==> src/rtl/cc_frame_loader_if.sv <==
// Stream handshakes around the frame loader: the code-beat input and the
// captured-result output. The slave side is the loader itself.
interface cc_frame_loader_if;
    logic       in_valid;
    logic [3:0] in_code;
    logic [2:0] in_opt;
    logic       in_ready;
    logic       out_valid;
    logic [9:0] out_data;
    logic       out_ready;

    modport master (
        output in_valid, in_code, in_opt, out_ready,
        input  in_ready, out_valid, out_data
    );

    modport slave (
        input  in_valid, in_code, in_opt, out_ready,
        output in_ready, out_valid, out_data
    );
endinterface

==> src/rtl/cc_frame_loader.sv <==
// Collects a five-beat code frame, presents it to an external combinational
// calculator, waits CALC_WAIT edges for the result to settle, then holds the
// captured result until the consumer takes it.
module cc_frame_loader #(
    parameter int CALC_WAIT = 1
) (
    input  logic              clk,
    input  logic              rst,
    cc_frame_loader_if.slave  bus,
    output logic [2:0]        cc_opt,
    output logic [3:0]        cc_n0,
    output logic [3:0]        cc_n1,
    output logic [3:0]        cc_n2,
    output logic [3:0]        cc_n3,
    output logic [3:0]        cc_n4,
    input  logic [9:0]        cc_out
);

    typedef enum logic [1:0] {IDLE, LOAD, CALC, HOLD} state_t;

    // Wait-counter value on which the calculator result is captured.
    localparam logic [1:0] WAIT_LAST = 2'(CALC_WAIT - 1);

    state_t     state_reg;
    logic [2:0] count_reg;
    logic [1:0] wait_reg;
    logic       out_valid_reg;
    logic [9:0] out_data_reg;
    logic [2:0] cc_opt_reg;

    logic       in_ready_int;
    logic       beat_accept;
    logic [2:0] write_idx;

    // Beats are taken only while collecting a frame.
    assign in_ready_int = (state_reg == IDLE) || (state_reg == LOAD);
    assign beat_accept  = bus.in_valid & in_ready_int;
    // The first beat of a frame always lands in slot 0.
    assign write_idx    = (state_reg == IDLE) ? 3'd0 : count_reg;

    // Frame sequencing: collect beats, wait for the calculator, hold result.
    always_ff @(posedge clk) begin
        if (rst) begin
            state_reg     <= IDLE;
            count_reg     <= 3'd0;
            wait_reg      <= 2'd0;
            out_valid_reg <= 1'b0;
            out_data_reg  <= 10'd0;
            cc_opt_reg    <= 3'd0;
        end else begin
            case (state_reg)
                IDLE: begin
                    if (bus.in_valid) begin
                        cc_opt_reg <= bus.in_opt;
                        count_reg  <= 3'd1;
                        state_reg  <= LOAD;
                    end
                end
                LOAD: begin
                    if (bus.in_valid) begin
                        if (count_reg == 3'd4) begin
                            count_reg <= 3'd0;
                            wait_reg  <= 2'd0;
                            state_reg <= CALC;
                        end else begin
                            count_reg <= count_reg + 3'd1;
                        end
                    end
                end
                CALC: begin
                    if (wait_reg == WAIT_LAST) begin
                        out_data_reg  <= cc_out;
                        out_valid_reg <= 1'b1;
                        wait_reg      <= 2'd0;
                        state_reg     <= HOLD;
                    end else begin
                        wait_reg <= wait_reg + 2'd1;
                    end
                end
                HOLD: begin
                    if (bus.out_ready) begin
                        out_valid_reg <= 1'b0;
                        state_reg     <= IDLE;
                    end
                end
                default: state_reg <= IDLE;
            endcase
        end
    end

    // One register per code slot, written when an accepted beat targets it.
    genvar gi;
    generate
        for (gi = 0; gi < 5; gi++) begin : gen_code
            logic [3:0] code_reg;

            // Capture the beat addressed to this slot; hold otherwise.
            always_ff @(posedge clk) begin
                if (rst) begin
                    code_reg <= 4'd0;
                end else if (beat_accept && (write_idx == 3'(gi))) begin
                    code_reg <= bus.in_code;
                end
            end
        end
    endgenerate

    assign cc_n0 = gen_code[0].code_reg;
    assign cc_n1 = gen_code[1].code_reg;
    assign cc_n2 = gen_code[2].code_reg;
    assign cc_n3 = gen_code[3].code_reg;
    assign cc_n4 = gen_code[4].code_reg;

    assign cc_opt        = cc_opt_reg;
    assign bus.in_ready  = in_ready_int;
    assign bus.out_valid = out_valid_reg;
    assign bus.out_data  = out_data_reg;

endmodule

==> src/flat_wrapper.sv <==
// flat-port wrapper written by rule: the top's interface ports become plain ports
module cc_frame_loader_flat 
#(
    parameter int CALC_WAIT = 1
)
  (clk, rst, cc_opt, cc_n0, cc_n1, cc_n2, cc_n3, cc_n4, cc_out, bus_in_valid, bus_in_code, bus_in_opt, bus_out_ready, bus_in_ready, bus_out_valid, bus_out_data);
  cc_frame_loader_if bus_i ();
  input  logic clk;
  input  logic rst;
  output logic [2:0] cc_opt;
  output logic [3:0] cc_n0;
  output logic [3:0] cc_n1;
  output logic [3:0] cc_n2;
  output logic [3:0] cc_n3;
  output logic [3:0] cc_n4;
  input  logic [9:0] cc_out;
  input wire logic [$bits(bus_i.in_valid)-1:0] bus_in_valid;
  input wire logic [$bits(bus_i.in_code)-1:0] bus_in_code;
  input wire logic [$bits(bus_i.in_opt)-1:0] bus_in_opt;
  input wire logic [$bits(bus_i.out_ready)-1:0] bus_out_ready;
  output wire logic [$bits(bus_i.in_ready)-1:0] bus_in_ready;
  output wire logic [$bits(bus_i.out_valid)-1:0] bus_out_valid;
  output wire logic [$bits(bus_i.out_data)-1:0] bus_out_data;
  assign bus_i.in_valid = bus_in_valid;
  assign bus_i.in_code = bus_in_code;
  assign bus_i.in_opt = bus_in_opt;
  assign bus_i.out_ready = bus_out_ready;
  assign bus_in_ready = bus_i.in_ready;
  assign bus_out_valid = bus_i.out_valid;
  assign bus_out_data = bus_i.out_data;
  cc_frame_loader #(.CALC_WAIT(CALC_WAIT)) u_core (.clk(clk), .rst(rst), .bus(bus_i), .cc_opt(cc_opt), .cc_n0(cc_n0), .cc_n1(cc_n1), .cc_n2(cc_n2), .cc_n3(cc_n3), .cc_n4(cc_n4), .cc_out(cc_out));
endmodule
==> config.mk <==
export PLATFORM = sky130hd
export DESIGN_NAME = cc_frame_loader_flat
export DESIGN_NICKNAME = d
export VERILOG_FILES = /design/src/rtl/cc_frame_loader_if.sv /design/src/rtl/cc_frame_loader.sv /design/src/flat_wrapper.sv
export SDC_FILE = /design/constraint.sdc
export NUM_CORES = 1
export LEC_CHECK = 0
export ABC_CLOCK_PERIOD_IN_PS = 3400
export CELL_PAD_IN_SITES_DETAIL_PLACEMENT = 1
export CELL_PAD_IN_SITES_GLOBAL_PLACEMENT = 1
export CORE_ASPECT_RATIO = 0.8
export CORE_UTILIZATION = 25
export DETAILED_ROUTE_END_ITERATION = 16
export PLACE_DENSITY_LB_ADDON = 0.1
export SYNTH_ARGS = -nofsm -noshare
export SYNTH_HDL_FRONTEND = slang
export SYNTH_SLANG_ARGS = --single-unit
==> constraint.sdc <==
create_clock -name clk -period 3.4 [get_ports clk]
set_clock_uncertainty 0.05 [all_clocks]
set_input_delay 0.68 -clock clk [delete_from_list [all_inputs] [get_ports clk]]
set_output_delay 0.68 -clock clk [all_outputs]
set_load 0.05 [all_outputs]
==> metrics <==
outcome=finished clean; Net Switching=755.7 µW; mapped cell area=1914 µm²; max reg flops=10; largest net degree at the start of global routing=20; die width=99.84 µm; Required @ worst endpoint=2670 ps; Post-synth ARST share=0; GR peak layer=met2; top area cells in the synthesized netlist=dfxtp_1 (43%), a21oi_1 (8.9%), ha_1 (5.9%); share of the synthesized area in the top cell type=0.4288; Pins Over Slew Limit=0; DR pass1 iterations=6; vias in the first global route=1,651; clock buffer count from CTS=5; CTS clk-pin slew, worst paths=70 ps; vias after detailed routing=1,711; type of origin of the critical path=register; ratio of cells with drive above 1 in the final layout=0.06909; # Max-Cap Violations=0; Crit path depth=4; ys flop type=dfxtp_1; core area=7392 µm²; first-pass GRT wire length=8.273 mm; RSZ-0062 raised after global routing=false; vias per cell=4.503; Final HPWL DP=3.729 mm; worst-path cell chain=inv_1 > ha_1 > or2_2 > clkdlybuf4s50_1; initial antenna violation count=0; worst vdd ir=289.2 µV; worst-case clock buffer depth=2; Residual DRC=0; internal power=1.086 mW; Min Hold Slack=406.6 ps; Hold WC Path Type=reg2reg; GRT met2 Usage=0.2034; syn_nets=254; total track usage=0.1320; GPL Wtd Cong=0.6811; clock latency on the worst-skew pair=290 ps; Fin. Hold Viols=0; Worst Max-Slew Pin Slew=549.8 ps; drt wl/cell=13.35 µm; Cells on Worst Hold Path=2; Sw Share=0.4104; total wire length=5.073 mm; Crit path arrival time=2200 ps; leading area contributor after synthesis=dfxtp_1; post-route ant nets=0; final worst-path cycle share=0.8612; nets@finish=304; drt initial violations=41; Comb pwr share=0.444; remaining global-route overflow=0; CP peak stage delay=700 ps; CTS sink cnt=41; Die H=80.27 µm; maximum clock rate=341.5 MHz; Post-synth EDFFs=0; leak pwr=0.8908 nW; Cell Pwr Density=695.2 nW/µm²; CTS tree=built; Port-buffer cells=55; Buffers & Inverters on Critical Path=2; Max-slew headroom=0.6327; FP Rows=28; quantity of gates resized following cts=0; Post CTS Setup Buffer Count=0; Die ar.=8013 µm²; Area Growth Syn to Fin=38.37%; length in cells of the worst reg-to-reg path=5; Initial Util=0.2590; setup TNS=0 ps; Crit-path slowest cell=clkdlybuf4s50_1; clock share of power=0.224; Mapped Avg Cell Area=8.546 µm²; Seq/Total Area, Yosys=0.4288; Global Route met3 Usage=0.03829; Ports=56; CP Capture Type=output port; Worst Path Max Fanout=14; post-synth cell types=39; CTS Root Cell=clkbuf_8; CP Class=reg2out; H-tree levels=2; share of power burned in registers=0.332; family with the most delay on the worst path=buffers and inverters; Tmin final=2928 ps; ANT cells=0; Synth Instances=224; Setup Viol. Count Final=0; hold bufs inserted after CTS=0; Yosys warnings=0; synthesized flop and latch total=41; met1 Track Usage GR=0.1805
-- Yosys cell counts, types with 2 or more instances --
cell,n
a21oi_1,34
buf_1,2
buf_2,4
buf_4,2
buf_6,2
clkbuf_1,3
clkbuf_2,2
dfxtp_1,41
ha_1,9
inv_1,7
mux2i_1,5
nand2_1,27
nand2b_1,15
nand3_1,22
nor2_1,4
nor2b_1,3
o211ai_1,3
o21ai_0,16
or2_2,3
-- worst register-to-register path, delay by kind of cell (launching register included) --
family / cells / cell delay, ps
simple gates: 1 / 460
buf+inv: 1 / 90
fa+ha+maj: 1 / 360
compound gates: 2 / 380
flops: 1 / 410
-- stage by stage --
| step | power [mW] | instance area, µm² | util | instances | setup slack, ps |
|---|---|---|---|---|---|
| floorplan | 1.237 | 1914 | - | 224 | 1425 |
| CTS | 1.875 | 2649 | 0.3583 | 380 | 420.9 |
| global route | 1.964 | 2649 | 0.3583 | 380 | 322.6 |
| detailed placement | 1.453 | 2532 | 0.3426 | 372 | 744.4 |
| global placement | 1.451 | 2532 | 0.3426 | 372 | 795.2 |
| finish | 1.841 | 2649 | 0.3583 | 380 | 471.8 |
-- path summary, 6_finish.rpt --
check                    startpoint                      to  slack, ps
max             u_core.state_reg[0]            bus_in_ready        470
min          u_core.bus.out_data[8]  u_core.bus.out_data[8]        410
max reg2reg     u_core.state_reg[0]         u_core.cc_n1[1]       1550
min reg2reg  u_core.bus.out_data[8]  u_core.bus.out_data[8]        410
-- cells in the final DEF (no fill, tap or decap), types with 4 or more instances in the layout --
cell,Yosys,layout
a21oi_1,34,34
clkbuf_8,0,6
clkdlybuf4s50_1,0,55
dfxtp_1,41,41
ha_1,9,9
inv_1,7,7
mux2i_1,5,5
nand2_1,27,27
nand2b_1,15,15
nand3_1,22,22
nor2_1,4,4
o21ai_0,16,16
-- power groups by stage --
stage	sequential (mW)	clock, mW	combinational (mW)
after floorplan	0.773	0	0.464
after global placement	0.621	0	0.830
after detailed placement	0.625	0	0.829
after CTS	0.613	0.429	0.833
after global routing	0.623	0.452	0.888
final	0.611	0.412	0.818
-- final cells by class --
| cell class | instances | area [µm²] |
|---|---|---|
| Clock inverter | 1 | 30.03 |
| Sequential cell | 41 | 820.8 |
| Fill cell | 880 | 4743 |
| Multi-Input combinational cell | 161 | 980.9 |
| Inverter | 7 | 26.28 |
| Timing Repair Buffer | 58 | 573.1 |
| Clock buffer | 7 | 86.33 |
| Tap cell | 105 | 131.4 |
-- routing by layer --
| layer | vias to the layer above | wire, µm |
|---|---|---|
| li1 | 875 | - |
| met1 | 799 | 2547 |
| met2 | 33 | 2244 |
| met3 | 4 | 241 |
| met4 | 0 | 39 |
| met5 | - | 0 |
-- cell families (layout without fill, tap and decap cells) --
kind of cell | after synthesis | count (layout) | synth area share
AND/OR/NAND/NOR | 85 | 85 | 0.2386
adder cells (fa/ha/maj) | 9 | 9 | 0.05882
buffers and inverters | 22 | 73 | 0.05882
multiplexers | 5 | 5 | 0.02614
flip-flops | 41 | 41 | 0.4288
AO/OA/AOI/OAI | 62 | 62 | 0.1889
Power figures use the tool's default switching activity.
